[config.mk]
export PLATFORM = sky130hd
export DESIGN_NAME = traffic_source_gen_flat
export DESIGN_NICKNAME = d
export VERILOG_FILES = /design/src/rtl/traffic_source_gen_if.sv /design/src/rtl/traffic_source_gen.sv /design/src/flat_wrapper.sv
export SDC_FILE = /design/constraint.sdc
export NUM_CORES = 1
export LEC_CHECK = 0
export CORE_AREA = 3 3 146 77
export DETAILED_ROUTE_END_ITERATION = 7
export DIE_AREA = 0 0 149 80
export DONT_BUFFER_PORTS = 1
export PLACE_DENSITY_LB_ADDON = 0.08
export SYNTH_ARGS = -nofsm -noshare
export SYNTH_HDL_FRONTEND = slang
export SYNTH_SLANG_ARGS = --single-unit
[constraint.sdc]
create_clock -name clk -period 4.74 [get_ports clk]
set_clock_uncertainty 0.15 [all_clocks]
set_input_delay 0.474 -clock clk [delete_from_list [all_inputs] [get_ports clk]]
set_output_delay 0.474 -clock clk [all_outputs]
set_load 0.01 [all_outputs]
[src/rtl/traffic_source_gen_if.sv]
// Source-side bundle for traffic_source_gen: control inputs, table config port and the
// request/data output handshake. master = the traffic source, slave = its consumer.
`timescale 1ns/1ps
interface traffic_source_gen_if #(
  parameter int unsigned ADDR_W    = 4,
  parameter int unsigned PAYLOAD_W = 8
);
  localparam int unsigned CFG_W  = (ADDR_W > PAYLOAD_W) ? ADDR_W : PAYLOAD_W;
  localparam int unsigned DATA_W = PAYLOAD_W + ADDR_W;

  logic              send;
  logic              busy;
  logic              restart;
  logic              cfg_we;
  logic              cfg_sel;
  logic [7:0]        cfg_addr;
  logic [CFG_W-1:0]  cfg_wdata;
  logic              req;
  logic [DATA_W-1:0] data;
  logic              done;
  logic [15:0]       sent_count;

  modport master (
    input  send, busy, restart, cfg_we, cfg_sel, cfg_addr, cfg_wdata,
    output req, data, done, sent_count
  );

  modport slave (
    output send, busy, restart, cfg_we, cfg_sel, cfg_addr, cfg_wdata,
    input  req, data, done, sent_count
  );
endinterface

[src/rtl/traffic_source_gen.sv]
// Table-driven traffic source: sweeps dest_tab MSG_SIZE times, issuing {payload, dest} requests.
// Optional LFSR injection-rate limiter enabled by defining SRC_RATE_LIMIT_EN.
`timescale 1ns/1ps
module traffic_source_gen #(
  parameter int unsigned ID        = 0,
  parameter int unsigned ADDR_W    = 4,
  parameter int unsigned PAYLOAD_W = 8,
  parameter int unsigned DESTS     = 16,
  parameter int unsigned MSG_SIZE  = 3,
  parameter int unsigned PIR       = 16,
  parameter logic [7:0]  SEED      = 8'hA5
) (
  input  logic                  clk,
  input  logic                  reset,
  traffic_source_gen_if.master  bus
);
  localparam int unsigned DATA_W = PAYLOAD_W + ADDR_W;
  localparam int unsigned IDX_W  = (DESTS > 1) ? $clog2(DESTS) : 1;
  localparam int unsigned DIDX_W = (MSG_SIZE > 1) ? $clog2(MSG_SIZE) : 1;

  if (DESTS < 1 || DESTS > 256) begin : g_bad_dests
    $error("traffic_source_gen: DESTS out of range");
  end
  if (MSG_SIZE < 1 || MSG_SIZE > 256) begin : g_bad_msg_size
    $error("traffic_source_gen: MSG_SIZE out of range");
  end
  if (PIR > 255 || SEED == 8'h00) begin : g_bad_rate_cfg
    $error("traffic_source_gen: PIR must fit 8 bits and SEED must be nonzero");
  end

  typedef enum logic [2:0] {S_IDLE, S_DECIDE, S_ISSUE, S_GAP, S_DONE} state_e;

  state_e                state_q, state_d;
  logic [IDX_W-1:0]      index_q, index_d;
  logic [DIDX_W-1:0]     dindex_q, dindex_d;
  logic [DATA_W-1:0]     data_q, data_d;
  logic                  req_q, req_d;
  logic                  done_q, done_d;
  logic [15:0]           cnt_q, cnt_d;

  logic [ADDR_W-1:0]     dest_tab [DESTS];
  logic [PAYLOAD_W-1:0]  pay_tab  [MSG_SIZE];

  logic                  fire_c;
  logic                  last_idx_c, last_slot_c;
  logic [IDX_W-1:0]      adv_index_c;
  logic [DIDX_W-1:0]     adv_dindex_c;
  logic [ADDR_W-1:0]     cur_dest_c;
  logic [PAYLOAD_W-1:0]  cur_pay_c;
  logic                  cfg_ok_c;

`ifdef SRC_RATE_LIMIT_EN
  logic [7:0] lfsr_q, lfsr_d;

  // Fibonacci LFSR, taps 8,6,5,4; free-running so the injection pattern is state-independent
  always_comb begin
    lfsr_d = {lfsr_q[6:0], lfsr_q[7] ^ lfsr_q[5] ^ lfsr_q[4] ^ lfsr_q[3]};
    fire_c = (lfsr_q < 8'(PIR));
  end

  always_ff @(posedge clk or negedge reset) begin
    if (!reset) lfsr_q <= SEED;
    else        lfsr_q <= lfsr_d;
  end
`else
  assign fire_c = 1'b1;
`endif

  assign cur_dest_c = dest_tab[index_q];
  assign cur_pay_c  = pay_tab[dindex_q];

  // Slot advance: inner sweep over destinations, outer over payloads
  always_comb begin
    last_idx_c   = (index_q == IDX_W'(DESTS - 1));
    last_slot_c  = last_idx_c && (dindex_q == DIDX_W'(MSG_SIZE - 1));
    adv_index_c  = last_idx_c ? '0 : index_q + IDX_W'(1);
    adv_dindex_c = (last_idx_c && !last_slot_c) ? dindex_q + DIDX_W'(1) : dindex_q;
  end

  always_comb begin
    state_d  = state_q;
    index_d  = index_q;
    dindex_d = dindex_q;
    data_d   = data_q;
    done_d   = done_q;
    cnt_d    = cnt_q;
    unique case (state_q)
      S_IDLE: begin
        if (bus.restart) begin
          index_d  = '0;
          dindex_d = '0;
          done_d   = 1'b0;
        end else if (bus.send && !done_q) begin
          state_d = S_DECIDE;
        end
      end
      S_DECIDE: begin
        if (cur_dest_c == ADDR_W'(ID)) begin
          index_d  = adv_index_c;
          dindex_d = adv_dindex_c;
          state_d  = last_slot_c ? S_DONE : S_IDLE;
          done_d   = last_slot_c;
        end else if (fire_c) begin
          data_d  = {cur_pay_c, cur_dest_c};
          state_d = S_ISSUE;
        end else begin
          state_d = S_IDLE;
        end
      end
      S_ISSUE: begin
        if (!bus.busy) begin
          state_d = S_GAP;
          cnt_d   = (cnt_q == 16'hFFFF) ? cnt_q : cnt_q + 16'd1;
        end
      end
      S_GAP: begin
        index_d  = adv_index_c;
        dindex_d = adv_dindex_c;
        state_d  = last_slot_c ? S_DONE : S_IDLE;
        done_d   = last_slot_c;
      end
      S_DONE: begin
        if (bus.restart) begin
          index_d  = '0;
          dindex_d = '0;
          done_d   = 1'b0;
          state_d  = S_IDLE;
        end
      end
      default: state_d = S_IDLE;
    endcase
    req_d = (state_d == S_ISSUE);
  end

  always_ff @(posedge clk or negedge reset) begin
    if (!reset) begin
      state_q  <= S_IDLE;
      index_q  <= '0;
      dindex_q <= '0;
      data_q   <= '0;
      req_q    <= 1'b0;
      done_q   <= 1'b0;
      cnt_q    <= '0;
    end else begin
      state_q  <= state_d;
      index_q  <= index_d;
      dindex_q <= dindex_d;
      data_q   <= data_d;
      req_q    <= req_d;
      done_q   <= done_d;
      cnt_q    <= cnt_d;
    end
  end

  // Tables are configuration storage: no reset, writable only while quiescent
  assign cfg_ok_c = bus.cfg_we && (state_q == S_IDLE || state_q == S_DONE);

  always_ff @(posedge clk) begin
    if (cfg_ok_c && !bus.cfg_sel && (32'(bus.cfg_addr) < DESTS))
      dest_tab[IDX_W'(bus.cfg_addr)] <= bus.cfg_wdata[ADDR_W-1:0];
    if (cfg_ok_c && bus.cfg_sel && (32'(bus.cfg_addr) < MSG_SIZE))
      pay_tab[DIDX_W'(bus.cfg_addr)] <= bus.cfg_wdata[PAYLOAD_W-1:0];
  end

  assign bus.req        = req_q;
  assign bus.data       = data_q;
  assign bus.done       = done_q;
  assign bus.sent_count = cnt_q;

endmodule

[src/flat_wrapper.sv]
// flat-port wrapper written by rule: the top's interface ports become plain ports
module traffic_source_gen_flat 
#(
  parameter int unsigned ID        = 0,
  parameter int unsigned ADDR_W    = 4,
  parameter int unsigned PAYLOAD_W = 8,
  parameter int unsigned DESTS     = 16,
  parameter int unsigned MSG_SIZE  = 3,
  parameter int unsigned PIR       = 16,
  parameter logic [7:0]  SEED      = 8'hA5
)
  (clk, reset, bus_send, bus_busy, bus_restart, bus_cfg_we, bus_cfg_sel, bus_cfg_addr, bus_cfg_wdata, bus_req, bus_data, bus_done, bus_sent_count);
  traffic_source_gen_if #(.ADDR_W(ADDR_W), .PAYLOAD_W(PAYLOAD_W)) bus_i ();
  input  logic clk;
  input  logic reset;
  input wire logic [$bits(bus_i.send)-1:0] bus_send;
  input wire logic [$bits(bus_i.busy)-1:0] bus_busy;
  input wire logic [$bits(bus_i.restart)-1:0] bus_restart;
  input wire logic [$bits(bus_i.cfg_we)-1:0] bus_cfg_we;
  input wire logic [$bits(bus_i.cfg_sel)-1:0] bus_cfg_sel;
  input wire logic [$bits(bus_i.cfg_addr)-1:0] bus_cfg_addr;
  input wire logic [$bits(bus_i.cfg_wdata)-1:0] bus_cfg_wdata;
  output wire logic [$bits(bus_i.req)-1:0] bus_req;
  output wire logic [$bits(bus_i.data)-1:0] bus_data;
  output wire logic [$bits(bus_i.done)-1:0] bus_done;
  output wire logic [$bits(bus_i.sent_count)-1:0] bus_sent_count;
  assign bus_i.send = bus_send;
  assign bus_i.busy = bus_busy;
  assign bus_i.restart = bus_restart;
  assign bus_i.cfg_we = bus_cfg_we;
  assign bus_i.cfg_sel = bus_cfg_sel;
  assign bus_i.cfg_addr = bus_cfg_addr;
  assign bus_i.cfg_wdata = bus_cfg_wdata;
  assign bus_req = bus_i.req;
  assign bus_data = bus_i.data;
  assign bus_done = bus_i.done;
  assign bus_sent_count = bus_i.sent_count;
  traffic_source_gen #(.ID(ID), .ADDR_W(ADDR_W), .PAYLOAD_W(PAYLOAD_W), .DESTS(DESTS), .MSG_SIZE(MSG_SIZE), .PIR(PIR), .SEED(SEED)) u_core (.clk(clk), .reset(reset), .bus(bus_i));
endmodule
Word-level counts from Yosys, hierarchy flattened:

Memories as Yosys holds them, arrays and structs flattened. A register that Yosys moved wholly into a read port is not among the register bits.
Cells that the tools add are included.

* bits in registers: 39
* memory bits (writable): 88
* bits of input ports: 23
* output and inout bits: 30
* word-level logic and storage cells: 69
* memories: 2

* $add $sub $neg: 3
* $lt $le $gt $ge: 2
* equal/unequal tests: 10
* multiplexer cells: 22
* bitwise logic cells: 3
* reduce and logical (&&, ||, !) cells: 20

Memory list
* u_core.dest_tab: depth 16, bits a word 4, rd ports 1, clocked after Yosys merged registers in 0, wr ports 1, line traffic_source_gen.sv:41 `logic [ADDR_W-1:0] dest_tab [DESTS];`
* u_core.pay_tab: depth 3, bits a word 8, rd ports 1, clocked after Yosys merged registers in 1, wr ports 1, line traffic_source_gen.sv:42 `logic [PAYLOAD_W-1:0] pay_tab [MSG_SIZE];`

Operator list (count)
* two-way mux 3 bit: 6
* adder 16 x 1 -> 16 bit (second input constant): 1
* == test 16 bit (second input constant): 1
* case mux 3 bit (5 select lines): 1
* two-way mux 4 bit: 3
* case mux 4 bit (3 select lines): 1
* == test 3 x 2 -> 1 bit (second input constant): 3
* logical AND 1 bit: 8
* less-than comparator 8 x 2 -> 1 bit (second input constant): 1
* less-than comparator 8 x 5 -> 1 bit (second input constant): 1
* two-way mux 1 bit: 6
* two-way mux 2 bit: 3
* case mux 2 bit (3 select lines): 1
* AND reduction 3 bit: 2
* adder 4 x 1 -> 4 bit (second input constant): 1
* == test 4 bit (second input constant): 1
* zero test 1 bit: 4
* zero test 4 bit: 1
* != test 2 x 1 -> 1 bit (second input constant): 2
* == test 3 x 1 -> 1 bit (second input constant): 1
* == test 3 bit (second input constant): 1
* zero test 3 bit: 1
* NOT 1 bit: 3
* case mux 1 bit (3 select lines): 1
* 6 further kinds: 6

Depth between registers and ports, before layout:

* depth in word-level cells: 7
* depth in mapped cells: 10
* gate-level depth less buffers: 7

Least setup slack after synthesis:

Ideal clock, no wire load.

* kind: flip-flop to flip-flop
* start point: register u_core.index_q[0]
* end point: register u_core.dindex_q[0]
* setup time: 119 ps
* arrival: 2117 ps
* data required time: 4471 ps
* setup slack: 2354 ps
* cell stages (with the launch flop): 9
* buffers on the path: 1
* period minus slack after synthesis: 2386 ps
* cells stage by stage: dfrtp_1 -> buf_6 -> mux4_2 -> nor2b_1 -> a211oi_2 -> a21oi_1 -> o31ai_4 -> o21ai_2 -> a21bo_1

* word-level cells in the longest chain between the ends: 7
* elaborated cells between the ends (all ways): 11
* those cells by class: eq/ne (2); mux (3); reduce/logical (5); memory (1)

Ends and longest elaborated chain
* start: declaration: line traffic_source_gen.sv:34 `logic [IDX_W-1:0] index_q, index_d;`
* start signal: assignment: line traffic_source_gen.sv:146 `index_q <= index_d;`
* parallel branches: the longest is 7 deep, another holds memory read (16 x 4 bit)
* end signal: assignment: line traffic_source_gen.sv:147 `dindex_q <= dindex_d;`
* end: declaration: line traffic_source_gen.sv:35 `logic [DIDX_W-1:0] dindex_q, dindex_d;`

Parallel ways; which one is timed is not known. The select of a mux whose other input is x is not followed.
A chain may end at the register's enable or synchronous reset.

Worst setup path in the final report:

Ends and elaborated chain as after synthesis.

==> metrics list <==
* Post-synth ARST share: 0.307
- Leakage: 2.27 nW
- First-pass detailed-route iteration total: 4
- Area Growth Syn to Fin: 17.3%
- Number of buffers on the longest clock path: 2
- In this run the worst path has a maximum fanout of 25.
- Across all layers, the routed design uses 3059 vias.
- The later pin in the worst-skew pair is clocked with a latency of 0.41 ns.
- CTS tree: built
- The flow ran to the end, and the final reports show no timing, DRC or antenna violations.
- In the finished design, the share of the clock period the worst path needs comes to 0.745.
- Final instance area: 6210 um2
- Final number of hold-violating endpoints: 0
* Syn_nets: 389
- Synth area leaders: edfxtp_1, dfrtp_1, mux2i_1
* Non-Filler Instances: 547
- Setup violations remaining at the end of the flow were counted as 0.
- Crit path capture type: register
- By startpoint and endpoint, the worst setup path is classified as register to register.
* Nets: 420
* Dominant synthesized flop cell: edfxtp_1
- In this run the horizontal extent of the chip is 149 um.
- Leading area contributor after synthesis: edfxtp_1
- Static timing analysis puts the maximum clock frequency at 283 MHz.
* Register-to-register setup slack: 1.21 ns
* Portion of synthesized cell area occupied by the leading cell type: 0.499
* Headroom to the max-slew limit: 0.293
- Maximum number of pins on one net before global-route repair: 40
* Post-DP HPWL: 7.22 mm
- Number of antenna violations at the first check in global routing: 0
* Height of the die: 80 um
* Avg Cell Area, Syn: 14.6 um2
- Global-route usage over all layers: 0.193
* Number of placement rows: 26
- The share of the Yosys chip area taken by registers is 0.684.
- Summed over all layers, the global routing overflow is 0.
- Vias per cell: 5.59
* Fill cell total of the finished layout: 776
* N_diodes: 0
* IO Port Bufs: 0
- After clock tree synthesis, the clock-pin slew on the worst setup and hold paths is 0.06 ns.
* Class of the most critical hold timing path: primary input to register
- Setup repair after global routing left no endpoint under its margin.
- The core region is 10100 um2.
- The worst setup path is launched from a register.
- VDD sags by at most 0.297 mV.
* Final slew viol count: 0
* Flip-flop and latch count after synthesis: 127
* Cell area after technology mapping: 5290 um2
* Total length of routed wires: 10.8 mm
* Overall power of the completed layout: 3.37 mW
- Number of levels in the clock H-tree: 4
* Synth warnings: 0
* Cell count after placement: 493
* Cell at the root of the clock tree: clkbuf_16
* Post-route ant nets: 0
* Starting density of the core: 0.525
- Post-route minimum period: 3.53 ns
- After detailed routing, the average wire length per cell comes to 19.8 um.
- The number of global-route vias before repair was 3091.
- STA puts the critical path data required time at 4.92 ns.
* Max-cap check violation count: 0
- Final total negative setup slack: 0 ns
* DR iter-0 viols: 208
- Minimum hold slack: 0.0944 ns
- The floorplan step defined a die boundary enclosing 11900 um2.
- Gate count of the mapped netlist: 363
* Power Dens Cells: 543 nW/um2
- Io pins: 53
- Post-cts sizing count: 0
* Synth unique cells: 50
- Clock buffer count from CTS: 17
- Actual transition at the worst max-transition pin: 1.06 ns
* Cell area after placement: 5400 um2
* Data arrival time of the critical path: 3.72 ns
* Number of clock sinks seen by CTS: 127
- Post-synth top cells: edfxtp_1, dfrtp_1, nand2_1
* Routability-driven placement congestion ratio: 0.823
- Count of flip-flops with a built-in enable after synthesis: 88
* Most instantiated library cell after synthesis: edfxtp_1
* Ratio of cells with drive above 1 in the final layout: 0.125
- For this run, design rule violations remaining after detail routing come to 0.
- Wire length of the first global-routing pass: 16.8 mm
[repair_timing]
item	CTS	global route
hold buffers	16	6
endpoints found under the hold margin	69	44
setup buffers	0	0
[cell families after synthesis]
family	Yosys count	synth area share
compound gates	49	0.0690
xor+xnor	15	0.0248
fa+ha+maj	3	0.00709
buf+inv	18	0.0210
flops	127	0.684
mux	35	0.0908
simple gates	116	0.104
[registers in the layout, indices dropped and copies added, names as in the netlist]
register,flops
u_core.bus.data,12
u_core.bus.done,1
u_core.bus.req,1
u_core.bus.sent_count,16
u_core.dest_tab,64
u_core.dindex_q,2
u_core.index_q,4
u_core.pay_tab,24
u_core.state_q,3
[path summary, 6_finish.rpt]
path                                      startpoint                        end  cells after the start
worst min-delay path                        bus_busy             u_core.bus.req                      2
max in group asynchronous                      reset          u_core.index_q[3]                      2
worst min register to register  u_core.pay_tab[2][1]         u_core.bus.data[5]                      2
worst max register to register     u_core.index_q[0]         u_core.dindex_q[0]                      8
worst max-delay path               u_core.index_q[0]         u_core.dindex_q[0]                      8
min in group asynchronous                      reset  u_core.bus.sent_count[14]                      2
[worst max-delay path, stage by stage, from the launching register on]
cell,delay (ns)
dfrtp_1,0.76
buf_4,0.38
mux2i_1,0.24
a221oi_1,0.13
o21ai_0,0.32
nand4_2,0.19
o31ai_4,0.87
a31oi_1,0.20
a21bo_1,0.22
[placed cells by master (no fill, tap or decap), drive strengths merged, types with 2 or more instances in the layout]
| cell | Yosys | layout |
|---|---|---|
| edfxtp | 88 | 88 |
| dfrtp | 39 | 39 |
| nand2 | 35 | 35 |
| nor2 | 34 | 34 |
| mux2i | 24 | 24 |
| dlygate4sd3 | 0 | 21 |
| clkbuf | 6 | 21 |
| o21ai | 15 | 15 |
| a21oi | 12 | 12 |
| xnor2 | 10 | 10 |
| nor3 | 10 | 10 |
| mux4 | 10 | 10 |
| nand3 | 9 | 9 |
| a221oi | 7 | 7 |
| nand4 | 7 | 7 |
| clkinv | 0 | 7 |
| inv | 6 | 6 |
| nand2b | 5 | 5 |
| xor2 | 5 | 5 |
| nor2b | 4 | 4 |
| and3 | 3 | 3 |
| nand3b | 3 | 3 |
| ha | 3 | 3 |
| bufinv | 0 | 3 |
| a22oi | 3 | 3 |
| buf | 6 | 3 |
| or3 | 2 | 2 |
| o31ai | 2 | 2 |
[through the flow]
step	setup slack (ns)	util
floorplan	2.35	-
global placement	1.31	0.535
detailed placement	1.17	0.535
CTS	1.16	0.610
global route	0.783	0.616
finish	1.21	0.616
[cell type report]
class,count,area [um2],area share
clock buffers,21,440,0.0710
inverters,6,22.5,0.00363
well taps,140,175,0.0282
clock inverters,11,141,0.0228
multi-input cells,218,1560,0.252
flip-flops and latches,127,3620,0.583
repair buffers,24,245,0.0395
[where the power goes]
part	total, mW	switching (mW)	internal, mW
Sequential	1.51	0.221	1.29
Clock	1.27	0.452	0.823
Combinational	0.584	0.308	0.277
[metal layers]
layer	vias up	global-route usage	wire length, um
li1	1438	-	-
met1	1529	0.251	4790
met2	88	0.300	5060
met3	4	0.0800	891
met4	0	0.0575	61
met5	-	0	0
(Power assumes the default switching activity.)
